==> config.mk <==
export PLATFORM = sky130hd
export DESIGN_NAME = uart_program_loader
export DESIGN_NICKNAME = d
export VERILOG_FILES = /design/src/rtl/uart_program_loader_pkg.sv /design/src/rtl/uart_program_loader_rx_byte.sv /design/src/rtl/uart_program_loader.sv
export SDC_FILE = /design/constraint.sdc
export NUM_CORES = 1
export LEC_CHECK = 0
export BUFFER_PORTS_ARGS = -buffer_cell sky130_fd_sc_hd__buf_2
export CORE_ASPECT_RATIO = 0.9
export CORE_MARGIN = 1.5
export CORE_UTILIZATION = 35
export CTS_CLUSTER_DIAMETER = 60
export DETAILED_ROUTE_END_ITERATION = 8
export PLACE_DENSITY = 0.54
export SYNTH_ARGS = -nofsm -noshare
export SYNTH_HDL_FRONTEND = slang
export SYNTH_SLANG_ARGS = --single-unit
==> constraint.sdc <==
create_clock -name clock -period 2.8 [get_ports clock]
set_input_delay 0.42 -clock clock [delete_from_list [all_inputs] [get_ports clock]]
set_output_delay 0.42 -clock clock [all_outputs]
set_load 0.005 [all_outputs]
==> src/rtl/uart_program_loader_pkg.sv <==
// Shared constants and state encodings for the UART program loader and its byte receiver.
package uart_program_loader_pkg;

    // 25 MHz system clock, 115200 baud
    localparam int unsigned DEFAULT_CLKS_PER_BIT = 217;
    localparam logic [7:0]  DEFAULT_HDR_BYTE     = 8'hA5;

    localparam logic [1:0] ERR_NONE     = 2'd0;
    localparam logic [1:0] ERR_FRAMING  = 2'd1;
    localparam logic [1:0] ERR_LENGTH   = 2'd2;
    localparam logic [1:0] ERR_CHECKSUM = 2'd3;

    typedef enum logic [2:0] {
        ST_IDLE,
        ST_WAIT_HDR,
        ST_LEN_HI,
        ST_LEN_LO,
        ST_DATA,
        ST_CKSUM,
        ST_DONE,
        ST_ERROR
    } loader_state_t;

    typedef enum logic [1:0] {
        RX_IDLE,
        RX_START,
        RX_DATA,
        RX_STOP
    } rx_state_t;

endpackage

==> src/rtl/uart_program_loader_rx_byte.sv <==
// 8N1 byte receiver working on an already-synchronised rx line; samples at bit centres.
module uart_rx_byte
    import uart_program_loader_pkg::*;
#(
    parameter int unsigned CLKS_PER_BIT = DEFAULT_CLKS_PER_BIT
) (
    input  logic       clock,
    input  logic       reset,
    input  logic       rx_sync,
    output logic       rx_valid,
    output logic [7:0] rx_byte,
    output logic       ferr
);

    localparam int unsigned     CNT_W     = $clog2(CLKS_PER_BIT);
    localparam logic [CNT_W-1:0] HALF_LAST = CNT_W'(CLKS_PER_BIT / 2 - 1);
    localparam logic [CNT_W-1:0] FULL_LAST = CNT_W'(CLKS_PER_BIT - 1);

    rx_state_t        state;
    logic [CNT_W-1:0] baud_cnt;
    logic [2:0]       bit_idx;
    logic [7:0]       shift;
    logic             rx_prev;

    always_ff @(posedge clock) begin
        if (reset) begin
            state    <= RX_IDLE;
            baud_cnt <= '0;
            bit_idx  <= '0;
            shift    <= '0;
            rx_prev  <= 1'b1;
            rx_valid <= 1'b0;
            rx_byte  <= '0;
            ferr     <= 1'b0;
        end else begin
            rx_prev  <= rx_sync;
            rx_valid <= 1'b0;
            ferr     <= 1'b0;
            case (state)
                RX_IDLE: begin
                    baud_cnt <= '0;
                    if (rx_prev && !rx_sync) begin
                        state <= RX_START;
                    end
                end
                // Half a bit into the start bit the line must still be low, else it was a glitch
                RX_START: begin
                    if (baud_cnt == HALF_LAST) begin
                        baud_cnt <= '0;
                        bit_idx  <= '0;
                        state    <= rx_sync ? RX_IDLE : RX_DATA;
                    end else begin
                        baud_cnt <= baud_cnt + CNT_W'(1);
                    end
                end
                RX_DATA: begin
                    if (baud_cnt == FULL_LAST) begin
                        baud_cnt <= '0;
                        shift    <= {rx_sync, shift[7:1]};
                        bit_idx  <= bit_idx + 3'd1;
                        if (bit_idx == 3'd7) begin
                            state <= RX_STOP;
                        end
                    end else begin
                        baud_cnt <= baud_cnt + CNT_W'(1);
                    end
                end
                RX_STOP: begin
                    if (baud_cnt == FULL_LAST) begin
                        baud_cnt <= '0;
                        rx_valid <= 1'b1;
                        rx_byte  <= shift;
                        ferr     <= !rx_sync;
                        state    <= RX_IDLE;
                    end else begin
                        baud_cnt <= baud_cnt + CNT_W'(1);
                    end
                end
                default: state <= RX_IDLE;
            endcase
        end
    end

endmodule

==> src/rtl/uart_program_loader.sv <==
// Receives a framed program image over UART and writes it word-by-word into instruction memory,
// holding the processor in reset while the load is in progress.
module uart_program_loader
    import uart_program_loader_pkg::*;
#(
    parameter int unsigned CLKS_PER_BIT = DEFAULT_CLKS_PER_BIT,
    parameter int unsigned ADDR_W       = 10,
    parameter logic [7:0]  HDR_BYTE     = DEFAULT_HDR_BYTE
) (
    input  logic              clock,
    input  logic              reset,
    input  logic              arm,
    input  logic              rx,
    output logic              imem_we,
    output logic [ADDR_W-1:0] imem_addr,
    output logic [31:0]       imem_wdata,
    output logic              hold_cpu,
    output logic              busy,
    output logic              done,
    output logic              error,
    output logic [1:0]        err_code
);

    localparam int unsigned CAPACITY = 1 << ADDR_W;

    logic              rx_meta;
    logic              rx_sync;
    logic              arm_prev;
    logic              arm_rise;
    logic              rx_valid;
    logic              ferr;
    logic [7:0]        rx_byte;
    loader_state_t     state;
    logic [7:0]        len_hi;
    logic [7:0]        cksum;
    logic [ADDR_W-1:0] word_cnt;
    logic [ADDR_W-1:0] last_word;
    logic [23:0]       word_shift;
    logic [1:0]        byte_idx;
    logic [15:0]       len_full;

    assign arm_rise = arm & ~arm_prev;
    assign len_full = {len_hi, rx_byte};

    always_ff @(posedge clock) begin
        if (reset) begin
            rx_meta <= 1'b1;
            rx_sync <= 1'b1;
        end else begin
            rx_meta <= rx;
            rx_sync <= rx_meta;
        end
    end

    uart_rx_byte #(
        .CLKS_PER_BIT(CLKS_PER_BIT)
    ) u_rx (
        .clock   (clock),
        .reset   (reset),
        .rx_sync (rx_sync),
        .rx_valid(rx_valid),
        .rx_byte (rx_byte),
        .ferr    (ferr)
    );

    // Framing FSM; a framing error anywhere past the header aborts before any partial word is written
    always_ff @(posedge clock) begin
        if (reset) begin
            state      <= ST_IDLE;
            arm_prev   <= 1'b0;
            imem_we    <= 1'b0;
            imem_addr  <= '0;
            imem_wdata <= '0;
            hold_cpu   <= 1'b0;
            busy       <= 1'b0;
            done       <= 1'b0;
            error      <= 1'b0;
            err_code   <= ERR_NONE;
            len_hi     <= '0;
            cksum      <= '0;
            word_cnt   <= '0;
            last_word  <= '0;
            word_shift <= '0;
            byte_idx   <= '0;
        end else begin
            arm_prev <= arm;
            imem_we  <= 1'b0;
            case (state)
                ST_IDLE, ST_DONE, ST_ERROR: begin
                    if (arm_rise) begin
                        state    <= ST_WAIT_HDR;
                        hold_cpu <= 1'b1;
                        busy     <= 1'b1;
                        done     <= 1'b0;
                        error    <= 1'b0;
                        err_code <= ERR_NONE;
                        word_cnt <= '0;
                        cksum    <= '0;
                        byte_idx <= '0;
                    end
                end
                ST_WAIT_HDR: begin
                    if (rx_valid && rx_byte == HDR_BYTE) begin
                        state <= ST_LEN_HI;
                    end
                end
                ST_LEN_HI: begin
                    if (rx_valid) begin
                        if (ferr) begin
                            state <= ST_ERROR; error <= 1'b1; err_code <= ERR_FRAMING;
                            hold_cpu <= 1'b0; busy <= 1'b0;
                        end else begin
                            len_hi <= rx_byte;
                            cksum  <= cksum + rx_byte;
                            state  <= ST_LEN_LO;
                        end
                    end
                end
                ST_LEN_LO: begin
                    if (rx_valid) begin
                        if (ferr) begin
                            state <= ST_ERROR; error <= 1'b1; err_code <= ERR_FRAMING;
                            hold_cpu <= 1'b0; busy <= 1'b0;
                        end else if (32'(len_full) > CAPACITY) begin
                            state <= ST_ERROR; error <= 1'b1; err_code <= ERR_LENGTH;
                            hold_cpu <= 1'b0; busy <= 1'b0;
                        end else begin
                            cksum     <= cksum + rx_byte;
                            last_word <= ADDR_W'(len_full - 16'd1);
                            state     <= (len_full == 16'd0) ? ST_CKSUM : ST_DATA;
                        end
                    end
                end
                ST_DATA: begin
                    if (rx_valid) begin
                        if (ferr) begin
                            state <= ST_ERROR; error <= 1'b1; err_code <= ERR_FRAMING;
                            hold_cpu <= 1'b0; busy <= 1'b0;
                        end else begin
                            cksum    <= cksum + rx_byte;
                            byte_idx <= byte_idx + 2'd1;
                            if (byte_idx == 2'd3) begin
                                imem_we    <= 1'b1;
                                imem_wdata <= {word_shift, rx_byte};
                                imem_addr  <= word_cnt;
                                word_cnt   <= word_cnt + ADDR_W'(1);
                                if (word_cnt == last_word) begin
                                    state <= ST_CKSUM;
                                end
                            end else begin
                                word_shift <= {word_shift[15:0], rx_byte};
                            end
                        end
                    end
                end
                ST_CKSUM: begin
                    if (rx_valid) begin
                        hold_cpu <= 1'b0;
                        busy     <= 1'b0;
                        if (ferr) begin
                            state <= ST_ERROR; error <= 1'b1; err_code <= ERR_FRAMING;
                        end else if (rx_byte == cksum) begin
                            state <= ST_DONE; done <= 1'b1;
                        end else begin
                            state <= ST_ERROR; error <= 1'b1; err_code <= ERR_CHECKSUM;
                        end
                    end
                end
                default: state <= ST_IDLE;
            endcase
        end
    end

endmodule

==> results of run 1 <==
[routing by layer]
layer,part of all wire,wire length [um],global-route usage,vias to the layer above
met5,0,0,0,-
met4,0.0035,52,0.0522,0
met3,0.036,540,0.0406,2
met2,0.44,6480,0.244,70
met1,0.52,7760,0.223,2423
li1,-,-,-,2684
[path summary, 6_finish.rpt]
path                         from       end  slack (ns)  cells past startpoint
setup / recovery  u_rx.rx_byte[1]  cksum[6]        0.42                      8
hold / removal                 rx   rx_meta        0.17                      2
setup reg to reg  u_rx.rx_byte[1]  cksum[6]        0.42                      8
hold reg to reg           rx_meta   rx_sync        0.42                      1
[Yosys cell counts (4+ instances only)]
master    instances  area [um2]
or2_2             6        37.5
nor2_1           81         304
ha_1             20         250
o21ai_0           6        30.0
nand4_1           6        37.5
nand3_1          23         115
inv_1            15        56.3
nand3b_1          5        37.5
and3_1            4        25.0
xor2_1           25         219
nand2_1         164         616
buf_2             4        20.0
dfxtp_1         148        2960
xnor2_1          12         105
clkbuf_1         42         158
mux2i_1          20         200
a21oi_1         101         505
a221oi_1          4        35.0
a22oi_1           8        60.1
nor4_1            5        31.3
nor3_1           12        60.1
nand2b_1          9        56.3
nor2b_1           5        31.3
[area by class of cell]
| cell class | instances | area share |
|---|---|---|
| repair buffers | 70 | 0.0562 |
| inverters | 15 | 0.00748 |
| flip-flops and latches | 148 | 0.393 |
| well taps | 240 | 0.0399 |
| clock inverters | 12 | 0.0223 |
| multi-input cells | 559 | 0.420 |
| clock buffers | 20 | 0.0607 |
[stage by stage]
step	utilization	total power [mW]	cell area [um2]	instances	hold slack, ns
floorplan	-	2.57	6380	770	0.389
global placement	0.390	2.69	6910	1032	0.403
detailed placement	0.390	2.69	6910	1032	0.406
CTS	0.425	5.11	7530	1064	0.149
global route	0.425	5.26	7530	1064	0.173
finish	0.425	5.05	7530	1064	0.174
[cell families (layout without fill, tap and decap cells)]
| kind of cell | after synthesis | count (layout) |
|---|---|---|
| adder cells (fa/ha/maj) | 21 | 21 |
| XOR/XNOR | 37 | 37 |
| flip-flops | 148 | 148 |
| buffers and inverters | 63 | 117 |
| multiplexers | 20 | 20 |
| AO/OA/AOI/OAI | 141 | 141 |
| AND/OR/NAND/NOR | 340 | 340 |
[sequential cells by signal, indices dropped and copies added, names as in the netlist, 2 cells and up, named ones only]
name           flops
imem_wdata        32
word_shift        24
imem_addr         10
last_word         10
word_cnt          10
cksum              8
len_hi             8
u_rx.baud_cnt      8
u_rx.rx_byte       8
u_rx.shift         8
state              3
u_rx.bit_idx       3
byte_idx           2
err_code           2
[worst max-delay path, stage by stage (launching register included)]
cell and delay (ns):
dfxtp_1 0.31, inv_1 0.13, ha_1 0.16, or4b_1 0.49, o31ai_4 0.35, a31oi_4 0.18, nor2_8 0.18, or4b_1 0.44
nand3_1 0.09
[report_power, final]
group          internal, mW  switching, mW  total [mW]
Clock                  1.47          0.940        2.41
Sequential             2.14         0.0545        2.19
Combinational         0.169          0.283       0.453
Total                  3.77           1.28        5.05
==> flow_metrics.py, run 1 <==
metrics = {
    "synth": {
        "syn_inst": 770,
        "synth_ff_type": "dfxtp_1",
        "synth_top_family_by_area": "simple AND/OR/NAND/NOR gates",
        "async_reset_ff_frac": 0,
        "synth_fa_ha_area_frac": 0.0424,
        "synth_xor_area_frac": 0.0508,
        "yosys_warnings": 0,
        "synth_nets": 795,
        "synthMuxAreaShare": 0.0314,
        "ys_seq_area_frac": 0.465,
        "yosys.area_share.simple": 0.240,
        "synth_compound_area_frac": 0.131,
        "syn_area_mm2": 0.00638,
        "synth-seq-cells": 148,
        "yosysUniqueCellTypes": 54,
        "synth_edf_count": 0,
        "avgSynthCellArea_um2": 8.28,
    },
    "critical_path": {
        "critPathCaptureType": "flip-flop",
        "cp-start-kind": "flip-flop",
        "cp.required_ns": 3.16,
        "crit_fanout": 9,
        "path_class": "flip-flop to flip-flop",
        "crit_arrival_ns": 2.74,
    },
    "clock_tree": {
        "cts_resized": 0,
        "cts-htree-levels": 4,
        "numCtsBuffers": 17,
        "cts_tree": "yes",
        "postCtsSetupRepairBufs": 0,
        "root_buffer": "clkbuf_16",
        "ctsHoldBuffers": 0,
        "cts_buffer_depth": 2,
        "clkTransAtPathRegs_ns": 0.07,
        "worstSkewPairLatency_ns": 0.43,
        "cts_sinks": 148,
    },
    "layout": {
        "final_cell_mix": "nand2_1 (164), dfxtp_1 (148), a21oi_1 (101)",
        "synthToLayoutAreaGrowth_pct": 18.1,
        "drive_gt1_frac": 0.138,
        "ff_latch_area_mm2": 0.00296,
        "antenna_cells": 0,
        "layout_commonest_cell": "nand2_1",
        "nets": 836,
        "multi_input_area_mm2": 0.00316,
        "fillers": 1861,
    },
    "place": {
        "io_buffers": 52,
        "routabilityCongestion": 0.802,
        "dpl.hpwl_um": 9770,
        "place_ws_ns": 0.435,
    },
    "timing": {
        "slew_headroom": 0.611,
        "setup_viol": 0,
        "slew_violations": 0,
        "fin_crit_sh": 0.851,
        "hold_violations": 0,
        "worstMarginPinSlew_ns": 0.582,
        "min_period_ns": 2.38,
        "skew_ns": 0.0188,
        "setup_slack_ns": 0.418,
        "clock.fmax_mhz": 420,
        "fin_setup_tns_ns": 0,
        "rsz0062_at_grt": "false",
    },
    "floorplanning": {
        "fp.dieW_um": 145,
        "coreArea_mm2": 0.0177,
        "io_pins": 53,
        "dieArea_mm2": 0.0190,
        "rows": 46,
        "start_util": 0.360,
        "die_h_um": 131,
    },
    "power": {
        "vdd_drop_max_v": 0.000472,
        "power_density_mw_per_mm2": 671,
        "leakagePower_nw": 3.08,
    },
    "routing": {
        "routedWlPerCell_um": 13.9,
        "drcViolationCount": 0,
        "viasPerCell": 4.87,
        "first_pass_iters": 4,
        "route.vias.total": 5179,
        "drt-total-wl_um": 14800,
        "drtIter0Drc": 272,
        "drtAntennaViolNets": 0,
    },
    "grt": {
        "grt_pass1_wl_um": 24500,
        "antenna_found_initial": 0,
        "overflow": 0,
        "grt_pass1_vias": 4794,
        "grt_max_degree": 90,
        "track_usage": 0.160,
    },
    "min_path": {
        "hold_path.class": "input pin to flip-flop",
    },
    "outcome": {
        "outcome": "finished, final reports clean",
    },
    "run": {
        "drv_cap": 0,
    },
}
No activity file was read; power rests on OpenSTA's default activity.
==> inputs of run 2 (changes only) <==
--- a/config.mk
+++ b/config.mk
@@ -12,6 +12,7 @@
 export CTS_CLUSTER_DIAMETER = 60
 export DETAILED_ROUTE_END_ITERATION = 8
 export PLACE_DENSITY = 0.54
+export RECOVER_POWER = 50
 export SYNTH_ARGS = -nofsm -noshare
 export SYNTH_HDL_FRONTEND = slang
 export SYNTH_SLANG_ARGS = --single-unit
==> run 2 against run 1 <==
Compared with the run above:
- the run now ends with max-capacitance violations, max-slew violations left
- setup slack worse by 0.040 ns
- register-to-register slack about the same
- clock power about the same
- design area down 0.83%
- flip-flop and latch count unchanged
- fmax down 1.7%
==> flow_metrics.py, run 2 (synthesis gave the netlist of run 1 again) <==
metrics = {
    "outcome": {
        "outcome": "complete, but fails checks",
        "violations": "max-capacitance violations, max-slew violations",
    },
    "timing": {
        "rsz0062_at_grt": "false",
        "clock.fmax_mhz": 413,
        "hold_violations": 0,
        "setup_slack_ns": 0.378,
        "slew_violations": 48,
        "min_period_ns": 2.42,
        "fin_setup_tns_ns": 0,
        "fin_crit_sh": 0.865,
        "skew_ns": 0.0164,
        "worstMarginPinSlew_ns": 2.04,
        "setup_viol": 0,
        "holdWs_ns": 0.168,
        "slew_headroom": -0.357,
    },
    "clock_tree": {
        "cts-htree-levels": 4,
        "cts_resized": 0,
        "cts_sinks": 148,
        "numCtsBuffers": 17,
        "root_buffer": "clkbuf_16",
        "worstSkewPairLatency_ns": 0.43,
        "cts_tree": "yes",
        "ctsHoldBuffers": 0,
        "postCtsSetupRepairBufs": 0,
        "cts_buffer_depth": 2,
        "clkTransAtPathRegs_ns": 0.07,
    },
    "critical_path": {
        "r2r_slack_ns": 0.41,
        "crit_arrival_ns": 2.70,
        "cp.required_ns": 3.07,
        "cp_top_family": "buffers and inverters",
        "rr_endpoint": "cksum[6]",
        "cp_cell_sequence": "clkbuf_1 -> buf_6 -> nor2_1",
        "r2r_start": "u_rx.rx_byte[1]",
        "critPathCaptureType": "flip-flop",
        "path_class": "input pin to flip-flop",
        "cp_slowest_cell": "clkbuf_1",
        "reg2reg_depth": 8,
        "crit_path_max_incr_delay_ns": 1.42,
        "crit_fanout": 89,
        "cp-start-kind": "input pin",
        "crit_buf_inv": 2,
    },
    "layout": {
        "ff_latch_area_mm2": 0.00296,
        "layout_commonest_cell": "nand2_1",
        "synthToLayoutAreaGrowth_pct": 17.1,
        "fin_cells": 1064,
        "reg.largest.list": "imem_wdata x32, word_shift x24",
        "nets": 836,
        "largest_register_ffs": 32,
        "fin_area_mm2": 0.00747,
        "fillers": 1871,
        "largest-register": "imem_wdata",
        "drive_gt1_frac": 0.0934,
        "multi_input_area_mm2": 0.00316,
        "final_util": 0.421,
        "antenna_cells": 0,
        "final_cell_mix": "nand2_1 (164), dfxtp_1 (148), a21oi_1 (101)",
    },
    "floorplanning": {
        "start_util": 0.360,
        "coreArea_mm2": 0.0177,
        "fp.dieW_um": 145,
        "io_pins": 53,
        "rows": 46,
        "dieArea_mm2": 0.0190,
        "die_h_um": 131,
    },
    "place": {
        "dpl.hpwl_um": 9770,
        "placed_cells": 1032,
        "routabilityCongestion": 0.802,
        "place_ws_ns": 0.435,
        "io_buffers": 52,
        "placed_cell_area_mm2": 0.00691,
    },
    "routing": {
        "drt-total-wl_um": 14900,
        "route.vias.total": 5207,
        "routedWlPerCell_um": 14.0,
        "drtIter0Drc": 286,
        "drtAntennaViolNets": 0,
        "viasPerCell": 4.89,
        "drcViolationCount": 0,
        "first_pass_iters": 4,
    },
    "grt": {
        "grt_max_degree": 90,
        "busiest_layer": "met2",
        "grt_pass1_vias": 4794,
        "overflow": 0,
        "met2_usage": 0.244,
        "track_usage": 0.160,
        "grt_pass1_wl_um": 24500,
        "antenna_found_initial": 0,
        "use_met3": 0.0406,
        "gr-usage-met1": 0.223,
    },
    "power": {
        "p_sw_frac": 0.254,
        "vdd_drop_max_v": 0.000475,
        "seq_power_share": 0.434,
        "power_density_mw_per_mm2": 676,
        "p_comb_frac": 0.088,
        "internal-power_mw": 3.77,
        "p_switching_mw": 1.28,
        "power_mw": 5.05,
        "power.share.clock": 0.478,
        "leakagePower_nw": 2.92,
    },
    "run": {
        "drv_cap": 1,
    },
    "min_path": {
        "whs_path_depth": 2,
        "hold_path.class": "input pin to flip-flop",
        "worstHoldStart": "rx",
        "hold_end": "rx_meta",
    },
}
## run 2: cell types whose count changed in the layout (fill, tap and decap cells not counted)
| cell | change |
|---|---|
| clkbuf_2 | +1 |
| buf_1 | +1 |
| buf_12 | -1 |
| clkbuf_1 | +36 |
| buf_6 | +1 |
| buf_2 | -35 |
| buf_4 | -3 |
## run 2: cell type report
cell class / count / share of cell area
Clock buffer: 20 / 0.0612
Clock inverter: 12 / 0.0225
Inverter: 15 / 0.00754
Multi-Input combinational cell: 559 / 0.424
Tap cell: 240 / 0.0402
Sequential cell: 148 / 0.397
Timing Repair Buffer: 70 / 0.0483
## run 2: worst max-delay path by stage
stage	start	to	cells after the start	slack [ns]
finish	reset	last_word[4]	3	0.38
global route	reset	last_word[4]	3	0.17
CTS	u_rx.rx_byte[1]	cksum[6]	8	0.42
detailed placement	u_rx.rx_byte[1]	cksum[6]	8	0.44
global placement	u_rx.rx_byte[1]	cksum[6]	8	0.47
floorplan	u_rx.rx_byte[1]	cksum[6]	8	0.52
## run 2: routing by layer
layer,share of wire,wire (um),up-vias
met5,0,0,-
met4,0.0092,137,0
met3,0.030,443,7
met2,0.43,6430,70
met1,0.53,7850,2449
li1,-,-,2681
## run 2: power groups by stage
stage	sequential (mW)	combinational (mW)	clock, mW
floorplan	2.20	0.375	0
global placement	2.24	0.452	0
detailed placement	2.24	0.453	0
CTS	2.19	0.455	2.46
global route	2.20	0.501	2.55
finish	2.19	0.445	2.41
==> inputs of run 3 (changes only) <==
--- a/config.mk
+++ b/config.mk
@@ -9,6 +9,7 @@
 export CORE_ASPECT_RATIO = 0.9
 export CORE_MARGIN = 1.5
 export CORE_UTILIZATION = 35
+export CTS_BUF_LIST = sky130_fd_sc_hd__clkbuf_4 sky130_fd_sc_hd__clkbuf_8
 export CTS_CLUSTER_DIAMETER = 60
 export DETAILED_ROUTE_END_ITERATION = 8
 export PLACE_DENSITY = 0.54
==> run 3 against run 2 <==
Compared with the run above:
- the flow still finishes with violations (max-capacitance violations, max-slew violations)
- fmax increased by 1.4%
- global-route usage fell by 0.12 points
- sequential share of layout area increased by 0.99 points
- flip-flop and latch count unchanged
- total power fell by 12%
- sequential power hardly changed
- register-to-register slack is essentially flat
- core utilization fell by 1.0 points
- clock skew grew 0.0034 ns
==> flow_metrics.py, run 3 (synthesis gave the netlist of run 1 again) <==
metrics = {
    "place": {
        "dpl.hpwl_um": 9770,
        "placed_cells": 1032,
        "io_buffers": 52,
        "routabilityCongestion": 0.802,
    },
    "power": {
        "leakagePower_nw": 2.83,
        "p_switching_mw": 1.20,
        "power.share.clock": 0.408,
        "internal-power_mw": 3.25,
        "vdd_drop_max_v": 0.000287,
        "power_density_mw_per_mm2": 611,
        "p_sw_frac": 0.269,
        "seq_power_share": 0.492,
        "p_comb_frac": 0.100,
    },
    "floorplanning": {
        "die_h_um": 131,
        "coreArea_mm2": 0.0177,
        "io_pins": 53,
        "start_util": 0.360,
        "fp.dieW_um": 145,
        "rows": 46,
        "dieArea_mm2": 0.0190,
    },
    "grt": {
        "overflow": 0,
        "antenna_found_initial": 0,
        "grt_max_degree": 90,
        "track_usage": 0.159,
        "grt_pass1_wl_um": 24500,
        "grt_pass1_vias": 4789,
    },
    "routing": {
        "viasPerCell": 4.90,
        "first_pass_iters": 4,
        "drtAntennaViolNets": 0,
        "drtIter0Drc": 250,
        "route.vias.total": 5215,
        "routedWlPerCell_um": 13.9,
        "drt-total-wl_um": 14800,
        "drcViolationCount": 0,
    },
    "critical_path": {
        "r2r_slack_ns": 0.41,
        "cp_top_family": "simple AND/OR/NAND/NOR gates",
        "critPathCaptureType": "flip-flop",
        "reg2reg_depth": 8,
        "cp_slowest_cell": "or4b_1",
        "cp.required_ns": 3.20,
        "r2r_start": "u_rx.rx_byte[1]",
        "rr_endpoint": "cksum[6]",
        "crit_path_max_incr_delay_ns": 0.49,
        "crit_arrival_ns": 2.78,
        "crit_path_start": "u_rx.rx_byte[1]",
        "crit_end": "cksum[6]",
        "cp-start-kind": "flip-flop",
        "crit_fanout": 9,
        "crit_buf_inv": 1,
        "cp.depth": 8,
        "path_common_cell": "or4b_1",
        "path_class": "flip-flop to flip-flop",
        "cp_cell_sequence": "inv_1 -> ha_1 -> or4b_1 -> o31ai_4 -> a31oi_4 -> nor2_8 -> or4b_1 -> nand3_1",
    },
    "clock_tree": {
        "worstSkewPairLatency_ns": 0.46,
        "postCtsSetupRepairBufs": 0,
        "ctsHoldBuffers": 0,
        "clkTransAtPathRegs_ns": 0.09,
        "cts_sinks": 148,
        "cts_resized": 0,
        "cts-htree-levels": 4,
        "cts_buffer_depth": 2,
        "numCtsBuffers": 17,
        "root_buffer": "clkbuf_8",
        "cts_tree": "yes",
    },
    "timing": {
        "fin_crit_sh": 0.853,
        "clock.fmax_mhz": 419,
        "setup_viol": 0,
        "min_period_ns": 2.39,
        "skew_ns": 0.0198,
        "hold_violations": 0,
        "slew_violations": 47,
        "slew_headroom": -0.380,
        "rsz0062_at_grt": "false",
        "fin_setup_tns_ns": 0,
        "worstMarginPinSlew_ns": 2.07,
    },
    "layout": {
        "synthToLayoutAreaGrowth_pct": 14.2,
        "layout_commonest_cell": "nand2_1",
        "drive_gt1_frac": 0.0934,
        "fillers": 1891,
        "nets": 836,
        "ff_latch_area_mm2": 0.00296,
        "final_cell_mix": "nand2_1 (164), dfxtp_1 (148), a21oi_1 (101)",
        "largest_register_ffs": 32,
        "antenna_cells": 0,
        "multi_input_area_mm2": 0.00316,
        "fin_cells": 1064,
        "reg.largest.list": "imem_wdata x32, word_shift x24",
        "final_util": 0.411,
        "largest-register": "imem_wdata",
    },
    "outcome": {
        "violations": "max-capacitance violations, max-slew violations",
        "outcome": "complete, but fails checks",
    },
    "min_path": {
        "hold_path.class": "input pin to flip-flop",
    },
    "run": {
        "drv_cap": 1,
    },
}
[run 3: per-layer routing]
metal / global-route usage / part of all wire / vias up
met2: 0.246 / 0.43 / 74
li1: - / - / 2681
met3: 0.0438 / 0.035 / 7
met5: 0 / 0 / -
met4: 0.0414 / 0.0074 / 0
met1: 0.220 / 0.52 / 2453
[run 3: worst register-to-register path: stages (launching register included)]
cell and delay [ns]:
dfxtp_1 0.31, inv_1 0.13, ha_1 0.16, or4b_1 0.49
o31ai_4 0.35, a31oi_4 0.18, nor2_8 0.18, or4b_1 0.44
nand3_1 0.09
[run 3: final cells by class]
cell class	count	area share
Clock inverter	12	0.0230
Clock buffer	20	0.0369
Timing Repair Buffer	70	0.0502
Sequential cell	148	0.407
Inverter	15	0.00773
Tap cell	240	0.0412
Multi-Input combinational cell	559	0.434
[run 3: worst min-delay path by stage]
| stage | from | end | slack (ns) | cells after the start |
|---|---|---|---|---|
| floorplan | rx_meta | rx_sync | 0.39 | 1 |
| global placement | rx_meta | rx_sync | 0.40 | 1 |
| detailed placement | rx_meta | rx_sync | 0.41 | 1 |
| CTS | rx | rx_meta | 0.11 | 2 |
| global route | rx | rx_meta | 0.12 | 2 |
| finish | rx | rx_meta | 0.13 | 2 |
[run 3: stage by stage]
stage / power [mW] / hold slack [ns] / instance area, um2 / setup slack [ns]
finish: 4.45 / 0.133 / 7280 / 0.411
global route: 4.66 / 0.119 / 7280 / 0.194
CTS: 4.51 / 0.105 / 7340 / 0.419
detailed placement: 2.69 / 0.406 / 6910 / 0.435
global placement: 2.69 / 0.403 / 6910 / 0.471
floorplan: 2.57 / 0.389 / 6380 / 0.522
[run 3: power by group through the flow]
stage                     sequential (mW)  combinational [mW]  clock, mW
after floorplan                      2.20               0.375          0
final                                2.19               0.446       1.82
after detailed placement             2.24               0.453          0
after global routing                 2.20               0.502       1.96
after CTS                            2.19               0.455       1.87
after global placement               2.24               0.452          0
